--- src/rtl/sys_regmap.sv ---
// SPI-side register map: ID, scratch, control, sticky event status with interrupt, command pulse.
// Optional timestamp counter with atomic LO/HI read, enabled by defining SYS_REGMAP_TIMESTAMP_EN.
module sys_regmap #(
    parameter logic [15:0] ID_VALUE = 16'h5A01
) (
    input  logic        sys_clk,
    input  logic        sys_rst,
    input  logic        sys_wr_en,
    input  logic        sys_rd_en,
    input  logic [14:0] sys_addr,
    input  logic [15:0] sys_wdata,
    output logic [15:0] sys_rdata,
    input  logic [7:0]  evt_i,
    output logic [15:0] ctrl_o,
    output logic        irq_o,
    output logic        cmd_pulse_o,
    output logic [15:0] cmd_data_o
);

    localparam logic [14:0] ADDR_ID       = 15'h0000;
    localparam logic [14:0] ADDR_SCRATCH  = 15'h0001;
    localparam logic [14:0] ADDR_CTRL     = 15'h0002;
    localparam logic [14:0] ADDR_STATUS   = 15'h0003;
    localparam logic [14:0] ADDR_IRQ_MASK = 15'h0004;
    localparam logic [14:0] ADDR_TS_LO    = 15'h0005;
    localparam logic [14:0] ADDR_TS_HI    = 15'h0006;
    localparam logic [14:0] ADDR_CMD      = 15'h0007;

    logic [15:0] scratch_q;
    logic [15:0] ctrl_q;
    logic [15:0] irq_mask_q;
    logic [15:0] cmd_data_q;
    logic [15:0] rdata_q;
    logic [7:0]  evt_status_q;
    logic        addr_err_q;
    logic        irq_q;
    logic        cmd_pulse_q;

    logic        wr_acc;
    logic        rd_acc;
    logic        addr_mapped;
    logic [15:0] rd_value;
    logic [15:0] status_word;
    logic [15:0] status_clear;
    logic [7:0]  evt_status_next;
    logic        addr_err_next;

`ifdef SYS_REGMAP_TIMESTAMP_EN
    logic [31:0] ts_count;
    logic [15:0] ts_shadow_q;
`endif

    // A coincident write wins; the read strobe is dropped entirely.
    assign wr_acc = sys_wr_en;
    assign rd_acc = sys_rd_en & ~sys_wr_en;

    assign status_word = {addr_err_q, 7'b0, evt_status_q};

    always_comb begin
        addr_mapped = 1'b1;
        rd_value    = 16'h0000;
        case (sys_addr)
            ADDR_ID:       rd_value = ID_VALUE;
            ADDR_SCRATCH:  rd_value = scratch_q;
            ADDR_CTRL:     rd_value = ctrl_q;
            ADDR_STATUS:   rd_value = status_word;
            ADDR_IRQ_MASK: rd_value = irq_mask_q;
`ifdef SYS_REGMAP_TIMESTAMP_EN
            ADDR_TS_LO:    rd_value = ts_count[15:0];
            ADDR_TS_HI:    rd_value = ts_shadow_q;
`endif
            ADDR_CMD:      rd_value = 16'h0000;
            default:       addr_mapped = 1'b0;
        endcase
    end

    // Event sets take priority over a same-cycle write-one-to-clear.
    always_comb begin
        status_clear = 16'h0000;
        if (wr_acc && (sys_addr == ADDR_STATUS)) begin
            status_clear = sys_wdata;
        end
        evt_status_next = (evt_status_q & ~status_clear[7:0]) | evt_i;
        addr_err_next   = (addr_err_q & ~status_clear[15]) |
                          ((wr_acc | rd_acc) & ~addr_mapped);
    end

    always_ff @(posedge sys_clk) begin
        if (sys_rst) begin
            scratch_q    <= 16'h0000;
            ctrl_q       <= 16'h0000;
            irq_mask_q   <= 16'h0000;
            cmd_data_q   <= 16'h0000;
            cmd_pulse_q  <= 1'b0;
            rdata_q      <= 16'h0000;
            evt_status_q <= 8'h00;
            addr_err_q   <= 1'b0;
            irq_q        <= 1'b0;
        end else begin
            evt_status_q <= evt_status_next;
            addr_err_q   <= addr_err_next;
            irq_q        <= |(status_word & irq_mask_q);
            cmd_pulse_q  <= 1'b0;
            if (wr_acc) begin
                case (sys_addr)
                    ADDR_SCRATCH:  scratch_q  <= sys_wdata;
                    ADDR_CTRL:     ctrl_q     <= sys_wdata;
                    ADDR_IRQ_MASK: irq_mask_q <= sys_wdata;
                    ADDR_CMD: begin
                        cmd_data_q  <= sys_wdata;
                        cmd_pulse_q <= 1'b1;
                    end
                    default: ;
                endcase
            end
            if (rd_acc) begin
                rdata_q <= rd_value;
            end
        end
    end

`ifdef SYS_REGMAP_TIMESTAMP_EN
    // The shadow captures the upper half in the same cycle the lower half is returned.
    always_ff @(posedge sys_clk) begin
        if (sys_rst) begin
            ts_count    <= 32'h0000_0000;
            ts_shadow_q <= 16'h0000;
        end else begin
            ts_count <= ts_count + 32'd1;
            if (rd_acc && (sys_addr == ADDR_TS_LO)) begin
                ts_shadow_q <= ts_count[31:16];
            end
        end
    end
`endif

    assign sys_rdata   = rdata_q;
    assign ctrl_o      = ctrl_q;
    assign irq_o       = irq_q;
    assign cmd_pulse_o = cmd_pulse_q;
    assign cmd_data_o  = cmd_data_q;

endmodule

--- config.mk ---
export PLATFORM = sky130hd
export DESIGN_NAME = sys_regmap
export DESIGN_NICKNAME = d
export VERILOG_FILES = /design/src/rtl/sys_regmap.sv
export SDC_FILE = /design/constraint.sdc
export NUM_CORES = 1
export LEC_CHECK = 0
export ABC_AREA = 1
export BUFFER_PORTS_ARGS = -buffer_cell sky130_fd_sc_hd__clkbuf_2
export CAP_MARGIN = 20
export CORE_MARGIN = 2
export CORE_UTILIZATION = 45
export DETAILED_ROUTE_END_ITERATION = 7
export GPL_TIMING_DRIVEN = 1
export PLACE_DENSITY = 0.73
export SLEW_MARGIN = 20
export SYNTH_ARGS = -nofsm -noshare
export SYNTH_HDL_FRONTEND = slang
export SYNTH_SLANG_ARGS = --single-unit
export TNS_END_PERCENT = 30
--- constraint.sdc ---
create_clock -name sys_clk -period 3.3 [get_ports sys_clk]
set_input_delay 0 -clock sys_clk [delete_from_list [all_inputs] [get_ports sys_clk]]
set_output_delay 0 -clock sys_clk [all_outputs]
set_load 0.02 [all_outputs]
==> impl_results.rst, run 1 <==
.. list-table::
   :header-rows: 1

   * - Metric
     - Value
   * - CP max FO
     - 38
   * - Sequential cell area fraction in the yosys report
     - 45.1%
   * - Setup ws final
     - 1680 ps
   * - Crit start category
     - primary input
   * - Number of diodes added for antenna fixing
     - 0
   * - Post-Route Skew
     - 11.9 ps
   * - Post-synthesis average cell area
     - 7.34 um^2
   * - Number of instances resized during post-cts repair
     - 0
   * - Fraction of final layout cells with drive strength greater than 1
     - 20.1%
   * - Number of setup buffers added after CTS
     - 0
   * - Area grow syn2layout
     - 20.4%
   * - Final design instance area without fill
     - 4860 um^2
   * - TritonCTS clock tree
     - yes
   * - Dominant synthesized flop cell
     - sky130_fd_sc_hd__dfxtp_1
   * - Peak supply drop
     - 0.000192 V
   * - Number of antenna violations at the first check in global routing
     - 0
   * - Result of the run
     - finished, final reports clean
   * - Combined global-route utilization of all metal layers
     - 23.0%
   * - Cell depth of the worst flop-to-flop path
     - 4
   * - Global-route wire length before repair
     - 18200 um
   * - Clk buf depth
     - 2
   * - CTS buffer count
     - 9
   * - Unrepaired setup endpoints after global routing
     - no
   * - Initial DRC count
     - 402
   * - Wirelength per Cell
     - 14.5 um
   * - Flop and latch count out of synthesis
     - 91
   * - Post-route antenna net violation count
     - 0
   * - Die outline width
     - just under 100 um
   * - Share of synthesized registers carrying an async set or reset
     - 0%
   * - Synthesized netlist cell count
     - 550
   * - Yosys warns
     - 0
   * - Chip height
     - 98.7 um
   * - FP Rows
     - 34
   * - First-pass iteration count of the detailed router
     - 5
   * - Worst Path Arrival
     - around 1900 ps
   * - CTS sink count
     - 91
   * - Slew headroom
     - 44.9%
   * - Final count of pins violating max slew
     - 0
   * - Power per Cell Area
     - 425 nW/um^2
   * - Post-Synthesis Net Count
     - 593
   * - Cell variety after synth
     - 26
   * - Starting density of the core
     - 46.3%
   * - Element type at the critical path end
     - flip-flop
   * - DP HPWL
     - 7710 um
   * - Clock latency at the later pin of the worst-skew pair
     - between 300 and 400 ps
   * - Clock period minus worst slack
     - 1620 ps
   * - Total placed cells including tap cells
     - 717
   * - Number of global-route vias before repair
     - approximately 3800
   * - Cell area after synthesis
     - 4040 um^2
   * - Non-Filler Instances
     - 755
   * - Leakage Power
     - slightly below 2 nW
   * - Hold-fix buffers, CTS
     - 23
   * - Startpoint-to-endpoint class of the critical path
     - primary input to flip-flop
   * - Placeable core area
     - 8720 um^2
   * - Die footprint
     - between 9000 and 10000 um^2
   * - TNS Setup
     - 0 ps
   * - Max Fclk
     - just over 600 MHz
   * - Buffers added on ports
     - 92
   * - Worst EP required
     - 3540 ps
   * - Cell at the root of the clock tree
     - sky130_fd_sc_hd__clkbuf_8
   * - Max-capacitance violation count
     - 0
   * - Via count of the routed design
     - 4030
   * - Routed Wire Length
     - 11000 um
   * - Maximum number of pins on one net before global-route repair
     - 74
   * - Final #Nets
     - 686
   * - Worst Hold Depth
     - 3
   * - Via density per instance
     - 5.34
   * - Post-placement setup slack
     - about 1400 ps
   * - Maximum level of the CTS H-tree
     - 3
   * - Placed inst area
     - roughly 4400 um^2
   * - Clk slew on worst S/H paths
     - around 80 ps
   * - Total I/O pin count
     - 93
   * - Worst Tran Pin Value
     - 827 ps
   * - Endpoints failing hold
     - 0
   * - Worst hold path class
     - primary input to flip-flop
   * - Crit share post-route
     - 49.1%
   * - Final setup fails
     - 0
   * - Grt total ovfl
     - 0
   * - Number of enable-type register cells in the synthesized netlist
     - 0
   * - Min Hold Slack
     - 26.1 ps
   * - Final estimated routing congestion in global placement
     - between 0.8 and 0.9
   * - Residual DRC count
     - 0
cells in the mapped netlist, types with 2 or more instances:
cell | number | area share, %
sky130_fd_sc_hd__nand2_1 | 125 | 12
sky130_fd_sc_hd__nand3_1 | 80 | 9.9
sky130_fd_sc_hd__nand4_1 | 12 | 1.9
sky130_fd_sc_hd__nand3_2 | 3 | 0.74
sky130_fd_sc_hd__nor2_4 | 5 | 1.4
sky130_fd_sc_hd__buf_4 | 2 | 0.37
sky130_fd_sc_hd__buf_2 | 11 | 1.4
sky130_fd_sc_hd__o21ai_0 | 30 | 3.7
sky130_fd_sc_hd__nor2_1 | 12 | 1.1
sky130_fd_sc_hd__nand2_2 | 4 | 0.62
sky130_fd_sc_hd__o21ai_1 | 9 | 1.1
sky130_fd_sc_hd__inv_2 | 3 | 0.28
sky130_fd_sc_hd__a21oi_1 | 87 | 11
sky130_fd_sc_hd__dfxtp_1 | 91 | 45
sky130_fd_sc_hd__clkbuf_1 | 12 | 1.1
sky130_fd_sc_hd__inv_1 | 43 | 4.0
sky130_fd_sc_hd__buf_6 | 8 | 2.2
sky130_fd_sc_hd__nor2_2 | 4 | 0.62
sky130_fd_sc_hd__a21oi_2 | 2 | 0.43
placed cells by master (no fill, tap or decap), types with 5 or more instances in the layout:
cell                            instances
sky130_fd_sc_hd__nand2_1              125
sky130_fd_sc_hd__clkbuf_2              92
sky130_fd_sc_hd__dfxtp_1               91
sky130_fd_sc_hd__a21oi_1               87
sky130_fd_sc_hd__nand3_1               80
sky130_fd_sc_hd__inv_1                 43
sky130_fd_sc_hd__o21ai_0               30
sky130_fd_sc_hd__dlygate4sd3_1         23
sky130_fd_sc_hd__nor2_1                12
sky130_fd_sc_hd__nand4_1               12
sky130_fd_sc_hd__clkbuf_8              10
sky130_fd_sc_hd__o21ai_1                9
sky130_fd_sc_hd__nor2_4                 5
critical path: stages:
cell	delay (ps)
sky130_fd_sc_hd__clkbuf_2	620
sky130_fd_sc_hd__inv_1	90
sky130_fd_sc_hd__nand2_1	400
sky130_fd_sc_hd__inv_1	360
sky130_fd_sc_hd__o21ai_0	310
sky130_fd_sc_hd__nor2_1	80
final cells by class:
cell class	count	area (um^2)
Sequential cell	91	1820
Inverter	46	173
Fill cell	813	3860
Clock buffer	13	149
Timing Repair Buffer	117	706
Tap cell	108	135
Multi-Input combinational cell	378	1820
Clock inverter	2	60.1
logic make-up (layout without fill, tap and decap cells):
| family | Yosys count | after routing | synth area share, % |
|---|---|---|---|
| and+or+nand+nor | 249 | 249 | 28.8 |
| AOI/OAI and AO/OA | 129 | 129 | 16.3 |
| DFF | 91 | 91 | 45.1 |
| buffers and inverters | 81 | 178 | 9.82 |
power breakdown:
group	internal, mW	switching (mW)
Sequential	1.11	0.00737
Combinational	0.0501	0.0802
Clock	0.445	0.378
sequential cells by signal (all words and copies together), names as in the netlist:
| register | flops |
|---|---|
| irq_o | 1 |
| irq_mask_q | 16 |
| scratch_q | 16 |
| sys_rdata | 16 |
| addr_err_q | 1 |
| evt_status_q | 8 |
| ctrl_o | 16 |
| cmd_data_o | 16 |
| cmd_pulse_o | 1 |
worst paths after layout:
| kind | startpoint | slack [ps] | to |
|---|---|---|---|
| setup reg to reg | ctrl_o[5] | 2410 | sys_rdata[5] |
| setup / recovery | sys_wr_en | 1680 | sys_rdata[0] |
| hold / removal | sys_wdata[7] | 30 | scratch_q[7] |
| hold reg to reg | cmd_data_o[12] | 450 | cmd_data_o[12] |
per-layer routing:
metal / up-vias / global-route usage (%) / wire length, um
met5: - / 0 / 0
met4: 0 / 6.11 / 135
met3: 14 / 4.96 / 932
met2: 172 / 35.6 / 4920
met1: 1832 / 32.8 / 4990
li1: 2012 / - / -
stage by stage:
stage | util [%] | power (mW)
4_1_cts | 55.8 | 2.06
3_5_place_dp | 50.7 | 1.25
5_1_grt | 55.8 | 2.13
6_report | 55.8 | 2.07
2_1_floorplan | - | 1.19
3_3_place_gp | 50.7 | 1.24
(Power assumes the default switching activity.)
==> inputs of run 2 (changes only) <==
Settings changed: ABC_AREA 1 to 0, PLACE_DENSITY 0.73 to 0.76.
Clock period 3.3 ns to 1.34 ns, I/O delays scaled along.
==> impl_results.rst, run 2 <==
.. list-table::
   :header-rows: 1

   * - Metric
     - Value
   * - Final #Nets
     - 639 (-6.9%)
   * - Die outline width
     - 95.5 um (-3.3%)
   * - CP max FO
     - 8 (-79%)
   * - Share of synthesized registers carrying an async set or reset
     - 0% (unchanged)
   * - TNS Setup
     - -6060 ps (-6060 ps)
   * - Clock period minus worst slack
     - 1510 ps
   * - Top cells by count, synth
     - 134 x sky130_fd_sc_hd__nand2_1, 91 x sky130_fd_sc_hd__dfxtp_1, 77 x sky130_fd_sc_hd__a21oi_1
   * - Number of enable-type register cells in the synthesized netlist
     - 0 (unchanged)
   * - Dominant synthesized flop cell
     - sky130_fd_sc_hd__dfxtp_1
   * - Slew headroom
     - 45.1% (+0.26 points)
   * - Clk slew on worst S/H paths
     - 90 ps (about the same)
   * - Post-route antenna net violation count
     - 0 (unchanged)
   * - Leakage Power
     - 2.03 nW (+4.0%)
   * - Buffers added on ports
     - 92 (unchanged)
   * - Clock latency at the later pin of the worst-skew pair
     - 360 ps (about the same)
   * - Power per Cell Area
     - 1010 nW/um^2 (+140%)
   * - Highest cell delay on the worst timing path
     - 540 ps (-80 ps)
   * - Crit start category
     - primary input
   * - Flop and latch count out of synthesis
     - 91 (unchanged)
   * - Post-synthesis average cell area
     - 8.16 um^2 (+11%)
   * - Routed Wire Length
     - 12400 um (+13%)
   * - Cell variety after synth
     - 40 (+54%)
   * - Startpoint-to-endpoint class of the critical path
     - primary input to flip-flop
   * - Worst hold path class
     - primary input to flip-flop
   * - DP HPWL
     - 7650 um (-0.82%)
   * - Maximum number of pins on one net before global-route repair
     - 77 (+4.1%)
   * - Number of antenna violations at the first check in global routing
     - 0 (unchanged)
   * - Total Power Consumption
     - 5.41 mW (+160%)
   * - Cell at the root of the clock tree
     - sky130_fd_sc_hd__clkbuf_8
   * - Placeable core area
     - 8180 um^2 (-6.3%)
   * - Clk buf depth
     - 2 (unchanged)
   * - Via count of the routed design
     - 4020 (-0.25%)
   * - Fraction of final layout cells with drive strength greater than 1
     - 35.4% (+15 points)
   * - Total I/O pin count
     - 93 (unchanged)
   * - Residual DRC count
     - 0 (unchanged)
   * - Number of diodes added for antenna fixing
     - 0 (unchanged)
   * - Max-capacitance violation count
     - 0 (unchanged)
   * - CTS buffer count
     - 9 (unchanged)
   * - Sequential cell area fraction in the yosys report
     - 48.3% (+3.2 points)
   * - Post-Route Skew
     - 4.91 ps (-7.01 ps)
   * - Final estimated routing congestion in global placement
     - 0.894 (+5.8%)
   * - Worst EP required
     - 1560 ps (-1980 ps)
   * - Synth area leader
     - sky130_fd_sc_hd__dfxtp_1
   * - Most used cells in the layout excluding fill and tap cells
     - 121 x sky130_fd_sc_hd__nand2_1, 91 x sky130_fd_sc_hd__dfxtp_1, 91 x sky130_fd_sc_hd__clkbuf_2, 63 x sky130_fd_sc_hd__a21oi_1, 26 x sky130_fd_sc_hd__buf_4
   * - Die footprint
     - 9120 um^2 (-6.4%)
   * - Crit share post-route
     - 113%
   * - Top cells by area in the synthesized netlist
     - sky130_fd_sc_hd__dfxtp_1 48%, sky130_fd_sc_hd__nand2_1 13%, sky130_fd_sc_hd__a21oi_1 10%, sky130_fd_sc_hd__a22oi_1 3.4%, sky130_fd_sc_hd__mux2_2 2.4%
   * - Cell area after synthesis
     - 3770 um^2 (-6.7%)
   * - TritonCTS clock tree
     - yes
   * - Chip height
     - 95.5 um (-3.3%)
   * - Slowest cell on the critical path
     - sky130_fd_sc_hd__or4_4
   * - Post-Synthesis Net Count
     - 505 (-15%)
   * - Total placed cells including tap cells
     - 655 (-8.6%)
   * - Yosys warns
     - 0 (unchanged)
   * - Synthesized netlist cell count
     - 462 (-16%)
   * - Global-route wire length before repair
     - 18700 um (+2.7%)
   * - Final count of pins violating max slew
     - 0 (unchanged)
   * - Starting density of the core
     - 46.1% (-0.22 points)
   * - Unrepaired setup endpoints after global routing
     - yes
   * - Most common library cell in the layout ignoring fill and taps
     - sky130_fd_sc_hd__nand2_1
   * - Endpoints failing hold
     - 0 (unchanged)
   * - Non-Filler Instances
     - 706 (-6.5%)
   * - CTS sink count
     - 91 (unchanged)
   * - Wirelength per Cell
     - 17.6 um (+21%)
   * - Violated checks
     - negative setup slack
   * - Final setup fails
     - 65 (+65)
   * - First-pass iteration count of the detailed router
     - 5 (unchanged)
   * - Maximum level of the CTS H-tree
     - 3 (unchanged)
   * - Max Fclk
     - 663 MHz
   * - Result of the run
     - finished with violations
   * - Library cell with the highest instance count after synthesis
     - sky130_fd_sc_hd__nand2_1
   * - Worst Tran Pin Value
     - 823 ps (-3.92 ps)
   * - Area grow syn2layout
     - 41.9%
   * - Layout filler cell count
     - 636 (-22%)
   * - FP Rows
     - 33 (-2.9%)
   * - Initial DRC count
     - 321 (-20%)
   * - Grt total ovfl
     - 0 (unchanged)
   * - Via density per instance
     - 5.69 (+6.7%)
   * - Share of Yosys cell area claimed by the top area cell type
     - 48.3% (+3.2 points)
   * - Worst Path Arrival
     - 1730 ps (-130 ps)
   * - Number of global-route vias before repair
     - 3655 (-2.7%)
   * - Combined global-route utilization of all metal layers
     - 27.0% (+3.9 points)
   * - Dominant cell type by count on the critical path
     - sky130_fd_sc_hd__buf_6
   * - Cell Chain, Critical Path
     - buf_6, or4_4, buf_6, nor3_4, buf_6, nand4_1, buf_6, nand2_1, a21oi_2
   * - Peak supply drop
     - 0.000581 V (+200%)
   * - Setup ws final
     - -169 ps (-1850 ps)
   * - Element type at the critical path end
     - flip-flop
[run 2: report_power, final]
group / leakage (nW) / internal, mW / switching (mW) / total, mW
registers: 0.736 / 2.72 / 0.0196 / 2.74
clock network: 0.126 / 1.26 / 1.03 / 2.29
logic: 1.17 / 0.169 / 0.213 / 0.382
total: 2.03 / 4.15 / 1.26 / 5.41
[run 2: logic make-up (layout without fill, tap and decap cells)]
logic type	after synthesis	after routing	synth area share, %
mux	8	8	2.39
flops	91	91	48.3
compound gates	131	131	20.7
simple gates	194	194	22.9
buf+inv	38	177	5.64
[run 2: final timing paths]
check | from | cells past startpoint | to | slack [ps]
worst max-delay path | sys_addr[14] | 9 | irq_mask_q[2] | -170
worst min-delay path | sys_wr_en | 4 | sys_rdata[0] | 50
worst max register to register | evt_status_q[5] | 3 | irq_o | 110
worst min register to register | sys_rdata[13] | 2 | sys_rdata[13] | 450
[run 2: final cells by class]
type | count | area [um^2] | area share (%)
clock buffers | 9 | 124 | 2.32
repair buffers | 160 | 1200 | 22.5
flip-flops and latches | 91 | 1820 | 34.1
inverters | 1 | 3.75 | 0.0702
multi-input cells | 333 | 1940 | 36.3
clock inverters | 7 | 124 | 2.32
well taps | 105 | 131 | 2.46
[run 2: repair_timing]
| item | 4_1_cts | 5_1_grt |
|---|---|---|
| cloned | 2 | 2 |
| endpoints found under the hold margin | 73 | 0 |
| pin swaps | 30 | 31 |
| hold buffers | 24 | 0 |
| setup buffers | 3 | 4 |
| gates resized for setup | 35 | 33 |
| endpoints found under the setup margin | 86 | 89 |
[run 2: critical path, delay by kind of cell]
kind / cells / cell delay [ps]
simple gates: 4 / 1020
compound gates: 1 / 70
buf+inv: 4 / 620
[run 2: per-layer routing]
metal | global-route usage (%) | wire length (um) | vias up
met5 | 0 | 0 | -
met4 | 11.9 | 393 | 0
met3 | 5.45 | 1070 | 39
met2 | 42.0 | 5630 | 227
met1 | 36.2 | 5310 | 1884
li1 | - | - | 1870
[run 2: through the flow]
| step | instance area [um^2] | utilization (%) | worst slack [ps] | hold slack [ps] |
|---|---|---|---|---|
| 3_5_place_dp | 4500 | 55.1 | -613 | 213 |
| 2_1_floorplan | 3800 | - | -313 | 117 |
| 3_3_place_gp | 4500 | 55.1 | -578 | 208 |
| 4_1_cts | 5170 | 63.2 | -68.8 | 15.9 |
| 5_1_grt | 5350 | 65.4 | -208 | 97.7 |
| 6_report | 5350 | 65.4 | -169 | 45.7 |
